===== config.mk =====
export PLATFORM = sky130hd
export DESIGN_NAME = mem_port_arbiter
export DESIGN_NICKNAME = d
export VERILOG_FILES = /design/src/rtl/mem_port_arbiter.sv
export SDC_FILE = /design/constraint.sdc
export NUM_CORES = 1
export LEC_CHECK = 0
export ABC_AREA = 1
export ABC_CLOCK_PERIOD_IN_PS = 4100
export CORE_AREA = 5 5 200 202
export CTS_CLUSTER_DIAMETER = 200
export DETAILED_ROUTE_END_ITERATION = 6
export DIE_AREA = 0 0 205 207
export GPL_TIMING_DRIVEN = 1
export SYNTH_ARGS = -nofsm -noshare
export SYNTH_HDL_FRONTEND = slang
export SYNTH_SLANG_ARGS = --single-unit
export TNS_END_PERCENT = 100

===== constraint.sdc =====
create_clock -name clk -period 4.1 [get_ports clk]
set_input_delay 0.82 -clock clk [delete_from_list [all_inputs] [get_ports clk]]
set_output_delay 0.82 -clock clk [all_outputs]
set_load 0.01 [all_outputs]

===== src/rtl/mem_port_arbiter.sv =====
// Purpose: shares one memory port between instruction fetch (I) and load/store (D); D wins, bounded by a starve counter.
// Latency: grant cycle N, memory request from N+1, response pulse one cycle after the memory acknowledge (minimum 3 cycles).
// Backpressure: requests are held until the response pulse; the port stays busy until the memory acknowledges.
module mem_port_arbiter #(
    parameter int ADDR_W     = 64,
    parameter int DATA_W     = 64,
    parameter int STARVE_MAX = 4
) (
    input  logic              clk,
    input  logic              rst,
    input  logic              i_req_valid_i,
    input  logic [ADDR_W-1:0] i_addr_i,
    output logic              i_data_valid_o,
    output logic [DATA_W-1:0] i_data_o,
    input  logic              d_req_valid_i,
    input  logic [ADDR_W-1:0] d_addr_i,
    input  logic              d_wen_i,
    input  logic [DATA_W-1:0] d_wdata_i,
    output logic              d_data_valid_o,
    output logic [DATA_W-1:0] d_data_o,
    output logic              mem_req_valid_o,
    output logic [ADDR_W-1:0] mem_addr_o,
    output logic              mem_wen_o,
    output logic [DATA_W-1:0] mem_wdata_o,
    input  logic              mem_data_valid_i,
    input  logic [DATA_W-1:0] mem_data_i,
    output logic              spurious_o
);

    typedef enum logic [1:0] {
        IDLE   = 2'd0,
        BUSY_I = 2'd1,
        BUSY_D = 2'd2,
        RESP   = 2'd3
    } state_t;

    // Counter must be able to hold STARVE_MAX itself (saturation value).
    localparam int SW = $clog2(STARVE_MAX + 1);
    localparam logic [SW-1:0] STARVE_TOP = SW'(STARVE_MAX);

    state_t        state;
    logic [SW-1:0] starve;
    logic          grant_d;
    logic          grant_i;

    // D wins unless I has already been passed over STARVE_MAX times in a row.
    always_comb begin
        grant_d = d_req_valid_i && (!i_req_valid_i || (starve < STARVE_TOP));
        grant_i = i_req_valid_i && !grant_d;
    end

    // Arbitration FSM; every output is a register so the memory port sees clean, glitch-free fields.
    always_ff @(posedge clk or negedge rst) begin
        if (!rst) begin
            state           <= IDLE;
            starve          <= '0;
            i_data_valid_o  <= 1'b0;
            i_data_o        <= '0;
            d_data_valid_o  <= 1'b0;
            d_data_o        <= '0;
            mem_req_valid_o <= 1'b0;
            mem_addr_o      <= '0;
            mem_wen_o       <= 1'b0;
            mem_wdata_o     <= '0;
            spurious_o      <= 1'b0;
        end else begin
            // An acknowledge with nothing outstanding is flagged and otherwise dropped.
            if (mem_data_valid_i && (state == IDLE || state == RESP)) begin
                spurious_o <= 1'b1;
            end
            case (state)
                IDLE: begin
                    if (grant_d) begin
                        state           <= BUSY_D;
                        mem_req_valid_o <= 1'b1;
                        mem_addr_o      <= d_addr_i;
                        mem_wen_o       <= d_wen_i;
                        mem_wdata_o     <= d_wdata_i;
                        if (i_req_valid_i && (starve != STARVE_TOP)) begin
                            starve <= starve + 1'b1;
                        end
                    end else if (grant_i) begin
                        state           <= BUSY_I;
                        mem_req_valid_o <= 1'b1;
                        mem_addr_o      <= i_addr_i;
                        mem_wen_o       <= 1'b0;
                        mem_wdata_o     <= '0;
                        starve          <= '0;
                    end
                end
                BUSY_I: begin
                    if (mem_data_valid_i) begin
                        state           <= RESP;
                        mem_req_valid_o <= 1'b0;
                        mem_addr_o      <= '0;
                        mem_wen_o       <= 1'b0;
                        mem_wdata_o     <= '0;
                        i_data_valid_o  <= 1'b1;
                        i_data_o        <= mem_data_i;
                    end
                end
                BUSY_D: begin
                    if (mem_data_valid_i) begin
                        state           <= RESP;
                        mem_req_valid_o <= 1'b0;
                        mem_addr_o      <= '0;
                        mem_wen_o       <= 1'b0;
                        mem_wdata_o     <= '0;
                        d_data_valid_o  <= 1'b1;
                        // Writes return an acknowledge only; whatever the bus carries is discarded.
                        d_data_o        <= mem_wen_o ? '0 : mem_data_i;
                    end
                end
                RESP: begin
                    state          <= IDLE;
                    i_data_valid_o <= 1'b0;
                    i_data_o       <= '0;
                    d_data_valid_o <= 1'b0;
                    d_data_o       <= '0;
                end
                default: begin
                    state <= IDLE;
                end
            endcase
        end
    end

endmodule

* Yosys cells after proc, flatten, opt, wreduce, memory -nomap -nowiden
Index checks and enable logic that the tools add are counted.
W data, S select, Z words.
** Cells by class
- Eq/ne operators :: 9
- Shift operators :: 0
- Multiply operators :: 0
- Reductions and logical operators :: 19
- Order comparisons :: 1
- Add/subtract/negate cells :: 1
- Div/mod/pow operators :: 0
- Bitwise operators :: 0
- Mux-type cells :: 29
** Operators by type and width (count)
- $mux W64 :: 8
- $pmux W64 S2 :: 4
- $mux W3 :: 3
- $pmux W1 S2 :: 4
- $reduce_bool A2 Y1 :: 4
- $mux W1 :: 6
- $mux W2 :: 3
- $ne A3 B3 Y1 const B :: 2
- $pmux W2 S3 :: 1
- $reduce_and A2 Y1 :: 3
- $reduce_and A3 Y1 :: 2
- $eq A2 B2 Y1 const B :: 2
- $logic_and A1 B1 Y1 :: 4
- $ne A2 B1 Y1 const B :: 2
- $ne A2 B2 Y1 const B :: 2
- $add A3 B1 Y3 const B :: 1
- $lt A3 B3 Y1 const B :: 1
- $eq A2 B1 Y1 const B :: 1
- $logic_not A1 Y1 :: 2
- $logic_not A2 Y1 :: 1
- $logic_or A1 B1 Y1 :: 2
- $reduce_or A2 Y1 :: 1
** Word-level totals
- Memory bits (read-only) :: 0
- Bits of input ports :: 262
- Output and inout port bits :: 261
- Register bits after elaboration :: 266
- Latch bits :: 0
- Bits in writable memories :: 0
- Memories kept :: 0
- Word-level logic and storage cells :: 70

* Depth between registers and ports, before layout
Gate-level depths: netlist of run 1.
- Word-level depth :: 8
- Depth in mapped cells :: 9
- Gate-level depth less buffers :: 7

* Worst setup path before layout of run 1
Ideal clock, no wire load.
- Path type :: input to register
- Start point :: input i_req_valid_i
- End point :: register mem_addr_o[14]
- Library setup time :: 0.133 ns
- Setup slack :: 2.349 ns
- Arrival :: 1.618 ns
- Required time :: 3.967 ns
- Buffers on the path :: 3
- Stages on the path :: 8
- Cell sequence :: nor2_1 nand2_1 nand3_4 buf_6 buf_6 buf_4 nand2_1 o21ai_0
** On the way
- Cells in the longest elaborated chain, start to end :: 7
- Elaborated cells between the ends (all ways) :: 9
- Those cells by class :: eq/ne: 1; mux: 2; reduce/logical: 6
** Ends and longest elaborated chain
- start, declared :: line 11 : input logic i_req_valid_i,
- $logic_not A1 Y1 :: line 48 : grant_d = d_req_valid_i && (!i_req_valid_i || (starve < STARVE_TOP));
- $logic_or A1 B1 Y1 :: line 48
- $logic_and A1 B1 Y1 :: line 48
- $logic_not A1 Y1 :: line 49 : grant_i = i_req_valid_i && !grant_d;
- $logic_and A1 B1 Y1 :: line 49
- $ne A3 B3 Y1 (no source line)
- $reduce_and A3 Y1 (no source line)
- end signal, assigned :: line 76 : mem_addr_o <= d_addr_i;
- end signal, assigned :: line 85 : mem_addr_o <= i_addr_i;
- end, declared :: line 22 : output logic [ADDR_W-1:0] mem_addr_o,
Parallel ways exist; a longest one is shown, timed or not.
A chain may end at the register's enable or synchronous reset.

* Worst setup path after layout of run 1
- Start point :: register state[0]
- End point :: register mem_wdata_o[53]
** On the way
- Cells in the longest elaborated chain, start to end :: 4
- Elaborated cells between the ends (all ways) :: 9
- Those cells by class :: eq/ne: 4; mux: 1; reduce/logical: 4
** Ends and longest elaborated chain
- start, declared :: line 41 : state_t state;
- start signal, assigned :: line 55 : state <= IDLE;
- start signal, assigned :: line 74 : state <= BUSY_D;
- start signal, assigned :: line 83 : state <= BUSY_I;
- $eq A2 B2 Y1 or $eq A2 B1 Y1 (tied branches) :: line 71 : case (state)
- $reduce_or A2 Y1 (no source line)
- $ne A2 B1 Y1 (no source line) or $reduce_bool A2 Y1 (tied branches)
- $reduce_and A3 Y1 (no source line)
- end signal, assigned :: line 78 : mem_wdata_o <= d_wdata_i;
- end, declared :: line 24 : output logic [DATA_W-1:0] mem_wdata_o,
Parallel ways exist; a longest one is shown, timed or not.

==> results of run 1 <==
[cell usage after synthesis (all sizes together)]
cell type	instances	area, sq um
nand3	305	1539
inv	281	1055
dfrtp	266	6656
o21ai	246	1235
nand2	209	787.0
buf	60	361.6
clkbuf	47	176.4
o22ai	21	131.4
ha	6	75.07
nor2	3	13.77
a21boi	1	7.510
o21bai	1	7.510
[final cells by class]
cell class                 instances  area, sq um
sequential                       266         6656
timing repair buffer             538         5395
inverter                         281         1057
clock buffer                      42        887.1
antenna                            6        15.01
tap                              518        648.1
clock inverter                    14        183.9
multi-input combinational        792         3825
fill                            3708        19440
[kinds of logic after synthesis]
logic type,share of synthesized area
fa+ha+maj,0.006232
buf+inv,0.1322
compound gates,0.1147
simple gates,0.1942
flops,0.5526
[cells in the final DEF, fill, tap and decap left out, drive strengths merged]
| cell | count |
|---|---|
| clkdlybuf4s50 | 520 |
| nand3 | 305 |
| inv | 283 |
| dfrtp | 266 |
| o21ai | 246 |
| nand2 | 209 |
| clkbuf | 42 |
| o22ai | 21 |
| buf | 18 |
| clkinv | 8 |
| diode | 6 |
| ha | 6 |
| bufinv | 4 |
| nor2 | 3 |
| a21boi | 1 |
| o21bai | 1 |
[metrics by stage]
stage	setup WS, ns	total power, uW
2_1_floorplan	2.349	8060
3_3_place_gp	1.214	11680
3_5_place_dp	1.186	11790
4_1_cts	1.520	14780
5_1_grt	1.321	15590
6_report	1.585	14550
[registers in the layout, indices dropped and copies added (netlist names)]
register,count
state,2
d_data_valid_o,1
starve,3
i_data_o,64
mem_addr_o,64
mem_wdata_o,64
spurious_o,1
mem_wen_o,1
i_data_valid_o,1
mem_req_valid_o,1
d_data_o,64
[power by group through the flow]
stage / Clock [uW] / Combinational (uW) / Sequential [uW]
after floorplan: 0 / 3030 / 5030
after global placement: 0 / 7160 / 4530
after detailed placement: 0 / 7240 / 4550
after CTS: 2970 / 7270 / 4540
after global routing: 3070 / 7820 / 4690
final: 2890 / 7130 / 4530
[layer usage]
metal / vias to the layer above / track usage
met4: 2 / 0.06745
met2: 463 / 0.3594
li1: 5541 / -
met1: 5189 / 0.2343
met3: 80 / 0.06522
met5: - / 0
[worst paths after layout]
check,startpoint,endpoint,slack [ns]
setup / recovery,state[0],mem_wdata_o[53],1.59
hold / removal,rst,d_data_o[25],0.26
setup reg to reg,state[0],mem_wdata_o[53],1.59
hold reg to reg,spurious_o,spurious_o,0.48
max in group asynchronous,rst,i_data_o[22],2.83
min in group clk,spurious_o,spurious_o,0.48
==> results.sh, run 1 <==
export IMPL_cts_buffer_depth=3
export IMPL_detailed_place_hpwl_mm=32.69
export IMPL_clock_sinks=266
export IMPL_synth_cells=1446
export IMPL_crit_family="buffers and inverters"
export IMPL_vias=11280
export IMPL_p_int_uw=8766
export IMPL_grt_overflow=0
export IMPL_clock_latency_ns=0.56
export IMPL_power_frac_comb=0.490
export IMPL_rsz0062_at_grt="false"
export IMPL_cts_setup_buffers=0
export IMPL_period_share=0.6133
export IMPL_power_frac_clock=0.199
export IMPL_gp_congestion=0.8456
export IMPL_syn_nets=1714
export IMPL_status="finished clean"
export IMPL_syn_to_final_growth_pct=54.98
export IMPL_fin_nets=2178
export IMPL_drive_above_1_share=0.04139
export IMPL_max_stage_delay_ns=0.55
export IMPL_slowest_stage="nand3_4"
export IMPL_reg2reg_depth=5
export IMPL_p_switching_uw=5783
export IMPL_placed_cell_area_sq_um=17580
export IMPL_io_pins=523
export IMPL_instances_no_fill=2457
export IMPL_fp_dieArea_sq_um=42440
export IMPL_syn_area_per_cell_sq_um=8.330
export IMPL_htreeDepth=1
export IMPL_top_layer_used="met5"
export IMPL_worst_setup_path_end_kind="register"
export IMPL_die_h_um=207
export IMPL_yosysWarnings=0
export IMPL_crit_chain="ha_1 > inv_2 > nand3_4 > buf_12 > o21ai_0"
export IMPL_clk_pin_slew_ns=0.06
export IMPL_post_drt_wl_per_cell_um=18.34
export IMPL_ys_ff_latch=266
export IMPL_die_w_um=205
export IMPL_ir_drop_mv=0.5018
export IMPL_startpoint_type="register"
export IMPL_grt_max_degree=125
export IMPL_start_util=0.3161
export IMPL_wl_met2_mm=22.58
export IMPL_place_inst=2395
export IMPL_tritoncts="done"
export IMPL_hp_class="input pin to async pin"
export IMPL_port_buffers=522
export IMPL_rows=72
export IMPL_core_area_sq_um=38110
export IMPL_via_per_inst=4.589
export IMPL_worst_slew_pin_slew_ns=0.9196
export IMPL_finalWirelength_mm=45.05
export IMPL_setup_viol=0
export IMPL_cp_max_fo=124
export IMPL_final_core_util=0.4899
export IMPL_ys_types=21
export IMPL_fmax_mhz=397.7
export IMPL_cp_depth=5
export IMPL_hold_ws_ns=0.2607
export IMPL_cts_resized_gates=0
export IMPL_crit_type="register to register"
export IMPL_finalMaxSlewViolations=0
export IMPL_power_density_nw_per_um2=779.4
export IMPL_critical_path_arrival_ns=2.98
export IMPL_postCtsHoldBufs=0
export IMPL_synthesis_area_sq_um=12050
export IMPL_finalInstanceArea_sq_um=18670
export IMPL_p_seq_frac=0.311
export IMPL_p_leak_uw=0.008474
export IMPL_cp_required_ns=4.57
export IMPL_drc=0
export IMPL_ant_nets=0
export IMPL_grtUsageTotal=0.2043
export IMPL_drt_pass1_iterations=5
export IMPL_grt_pass1_wl_mm=68.68
export IMPL_first_iter_violations=642
export IMPL_clock_skew_ns=0.009202
export IMPL_finalHoldViolations=0
export IMPL_numCtsBuffers=31
export IMPL_wl_met3_mm=4.093
export IMPL_crit_buf_inv=2
export IMPL_setup_tns_final_ns=0
export IMPL_maxSlewHeadroom=0.3869
export IMPL_synth_seq_area_share=0.5526
export IMPL_cts_root_buffer="clkbuf_16"
export IMPL_first_global_vias=11360
export IMPL_layout_min_cycle_time_ns=2.515
export IMPL_antenna_found_initial=9
export IMPL_drv_cap=0
export IMPL_m1WireLength_mm=16.87
export IMPL_swShare=0.3975
(Power assumes the default switching activity.)
==> run 2, diff against run 1 <==
--- a/config.mk
+++ b/config.mk
@@ -6,11 +6,11 @@
 export NUM_CORES = 1
 export LEC_CHECK = 0
 export ABC_AREA = 1
-export ABC_CLOCK_PERIOD_IN_PS = 4100
-export CORE_AREA = 5 5 200 202
+export ABC_CLOCK_PERIOD_IN_PS = 2590
+export CORE_AREA = 5 5 201 203
 export CTS_CLUSTER_DIAMETER = 200
 export DETAILED_ROUTE_END_ITERATION = 6
-export DIE_AREA = 0 0 205 207
+export DIE_AREA = 0 0 206 208
 export GPL_TIMING_DRIVEN = 1
 export SYNTH_ARGS = -nofsm -noshare
 export SYNTH_HDL_FRONTEND = slang
==> constraint.sdc (replaced) <==
create_clock -name clk -period 2.59 [get_ports clk]
set_input_delay 0.518 -clock clk [delete_from_list [all_inputs] [get_ports clk]]
set_output_delay 0.518 -clock clk [all_outputs]
set_load 0.01 [all_outputs]
==> run 2 against run 1 <==
Net effect: non-clock buffer count grew 14; highest routed layer unchanged; die area grew 0.97%; routed wire length grew 0.28%; clock skew grew 0.015 ns; hold slack gained 0.19 ns; largest power group unchanged; critical path type is now register to output port; cell count grew 0.53%.
==> results.sh, run 2 (synthesized netlist as in run 1, its figures left out) <==
export IMPL_drv_cap=0
export IMPL_pre_cts_ws_ns=0.3972
export IMPL_cts_setup_buffers=0
export IMPL_first_iter_violations=613
export IMPL_p_int_uw=14100
export IMPL_p_leak_uw=0.008561
export IMPL_rsz0062_at_grt="false"
export IMPL_clock_sinks=266
export IMPL_final_cell_mix="clkdlybuf4s50_1, nand3_1, inv_1"
export IMPL_finalHoldViolations=0
export IMPL_post_drt_wl_per_cell_um=18.29
export IMPL_whs_endpoint="state[1]"
export IMPL_detailed_place_hpwl_mm=33.80
export IMPL_cts_root_buffer="clkbuf_16"
export IMPL_fin_nets=2192
export IMPL_port_buffers=522
export IMPL_setup_tns_final_ns=0
export IMPL_clk_pin_slew_ns=0.06
export IMPL_finalPower_uw=23320
export IMPL_via_per_inst=4.624
export IMPL_min_from="d_req_valid_i"
export IMPL_tritoncts="done"
export IMPL_core_area_sq_um=38290
export IMPL_p_seq_frac=0.307
export IMPL_finalMaxSlewViolations=0
export IMPL_die_h_um=208
export IMPL_crit_buf_inv=1
export IMPL_finalWirelength_mm=45.18
export IMPL_power_frac_clock=0.192
export IMPL_grt_overflow=0
export IMPL_ir_drop_mv=0.6996
export IMPL_start_util=0.3146
export IMPL_ant_nets=0
export IMPL_reg2reg_depth=6
export IMPL_antenna_found_initial=12
export IMPL_htreeDepth=1
export IMPL_grtUsageMet1=0.2450
export IMPL_maxSlewHeadroom=0.5259
export IMPL_crit_type="register to output port"
export IMPL_startpoint_type="register"
export IMPL_fin_ws_ns=0.4391
export IMPL_drt_pass1_iterations=5
export IMPL_fmax_mhz=464.9
export IMPL_gr_usage_met2=0.3423
export IMPL_drc=0
export IMPL_rrSetupSlack_ns=0.61
export IMPL_layout_min_cycle_time_ns=2.151
export IMPL_slowest_stage="clkdlybuf4s50_1"
export IMPL_vias=11420
export IMPL_reg2reg_from="state[0]"
export IMPL_mostFrequentLayoutCell="clkdlybuf4s50_1"
export IMPL_swShare=0.3956
export IMPL_clock_skew_ns=0.02407
export IMPL_drive_above_1_share=0.04529
export IMPL_grtUsageTotal=0.2033
export IMPL_die_w_um=206
export IMPL_gp_congestion=0.8936
export IMPL_setup_viol=0
export IMPL_cts_buffer_depth=3
export IMPL_numCtsBuffers=31
export IMPL_rows=72
export IMPL_critical_path_arrival_ns=1.63
export IMPL_crit_family="buffers and inverters"
export IMPL_hp_class="input pin to register"
export IMPL_fillers=3636
export IMPL_cp_max_fo=3
export IMPL_grt_busiest_layer="met2"
export IMPL_gr_usage_met3=0.06151
export IMPL_first_global_vias=11510
export IMPL_fp_dieArea_sq_um=42850
export IMPL_worst_slew_pin_slew_ns=0.7112
export IMPL_cp_required_ns=2.07
export IMPL_hold_path_cell_count=5
export IMPL_period_share=0.8305
export IMPL_p_switching_uw=9227
export IMPL_syn_to_final_growth_pct=56.74
export IMPL_worst_setup_path_end_kind="output port"
export IMPL_r2r_end="mem_addr_o[20]"
export IMPL_status="finished clean"
export IMPL_max_stage_delay_ns=0.62
export IMPL_crit_chain="clkdlybuf4s50_1"
export IMPL_clock_latency_ns=0.57
export IMPL_grt_max_degree=110
export IMPL_power_frac_comb=0.501
export IMPL_power_density_nw_per_um2=1235
export IMPL_io_pins=523
export IMPL_grt_pass1_wl_mm=68.88
==> run 2: cell types whose count changed in the layout (fill, tap and decap cells not counted), moves of 3 or more <==
| cell | before | now |
|---|---|---|
| diode_2 | 6 | 9 |
| buf_12 | 4 | 14 |
| clkinv_2 | 7 | 2 |
| buf_4 | 12 | 15 |
==> run 2: power by group through the flow <==
stage               Clock [uW]  Sequential (uW)  Combinational (uW)
CTS                       4600             7170               11900
detailed placement           0             7190               11900
global placement             0             7150               11800
finish                    4470             7160               11700
global route              4780             7420               12800
floorplan                    0             7960                4800
==> run 2: stage by stage <==
step / hold slack [ns] / util / cell area (sq um) / cells
2_1_floorplan: 0.2224 / - / 12050 / 1446
3_3_place_gp: 0.4649 / 0.4650 / 17800 / 2408
3_5_place_dp: 0.4695 / 0.4650 / 17800 / 2408
4_1_cts: 0.4145 / 0.4925 / 18860 / 2461
5_1_grt: 0.4710 / 0.4928 / 18870 / 2466
6_report: 0.4529 / 0.4931 / 18880 / 2470
==> run 2: what timing repair did <==
action | in CTS | in global routing
gates resized for setup | 0 | 0
endpoints found under the hold margin | 59 | 0
hold buffers | 1 | 0
==> run 2: worst max path at each step <==
stage / start / endpoint / slack [ns] / cells past startpoint
floorplan: state[0] / mem_addr_o[14] / 0.91 / 9
finish: mem_wen_o / mem_wen_o / 0.44 / 1
global route: mem_wen_o / mem_wen_o / 0.37 / 1
global placement: mem_data_valid_i / mem_wdata_o[17] / 0.42 / 7
CTS: mem_wen_o / mem_wen_o / 0.36 / 1
detailed placement: mem_data_valid_i / mem_wdata_o[7] / 0.40 / 7
==> run 2: layer usage <==
metal / routed length [um] / share of wire / vias up
li1: - / - / 5560
met1: 17440 / 0.39 / 5335
met2: 21950 / 0.49 / 437
met3: 4121 / 0.091 / 80
met4: 1585 / 0.035 / 10
met5: 75 / 0.0017 / -
==> run 2: layout make-up <==
class,count,area (sq um),share of cell area
Sequential cell,266,6656,0.3526
Timing Repair Buffer,552,5628,0.2981
Multi-Input combinational cell,792,3825,0.2026
Inverter,281,1057,0.05600
Clock buffer,44,904.6,0.04792
Tap cell,518,648.1,0.03433
Clock inverter,8,137.6,0.007290
Antenna cell,9,22.52,0.001193
==> run 2: worst register-to-register path: cells and delay by family (launching register included) <==
| family | cells | cell delay (ns) |
|---|---|---|
| buf+inv | 3 | 0.77 |
| fa+ha+maj | 1 | 0.41 |
| flops | 1 | 0.39 |
| compound gates | 1 | 0.18 |
| simple gates | 1 | 0.13 |
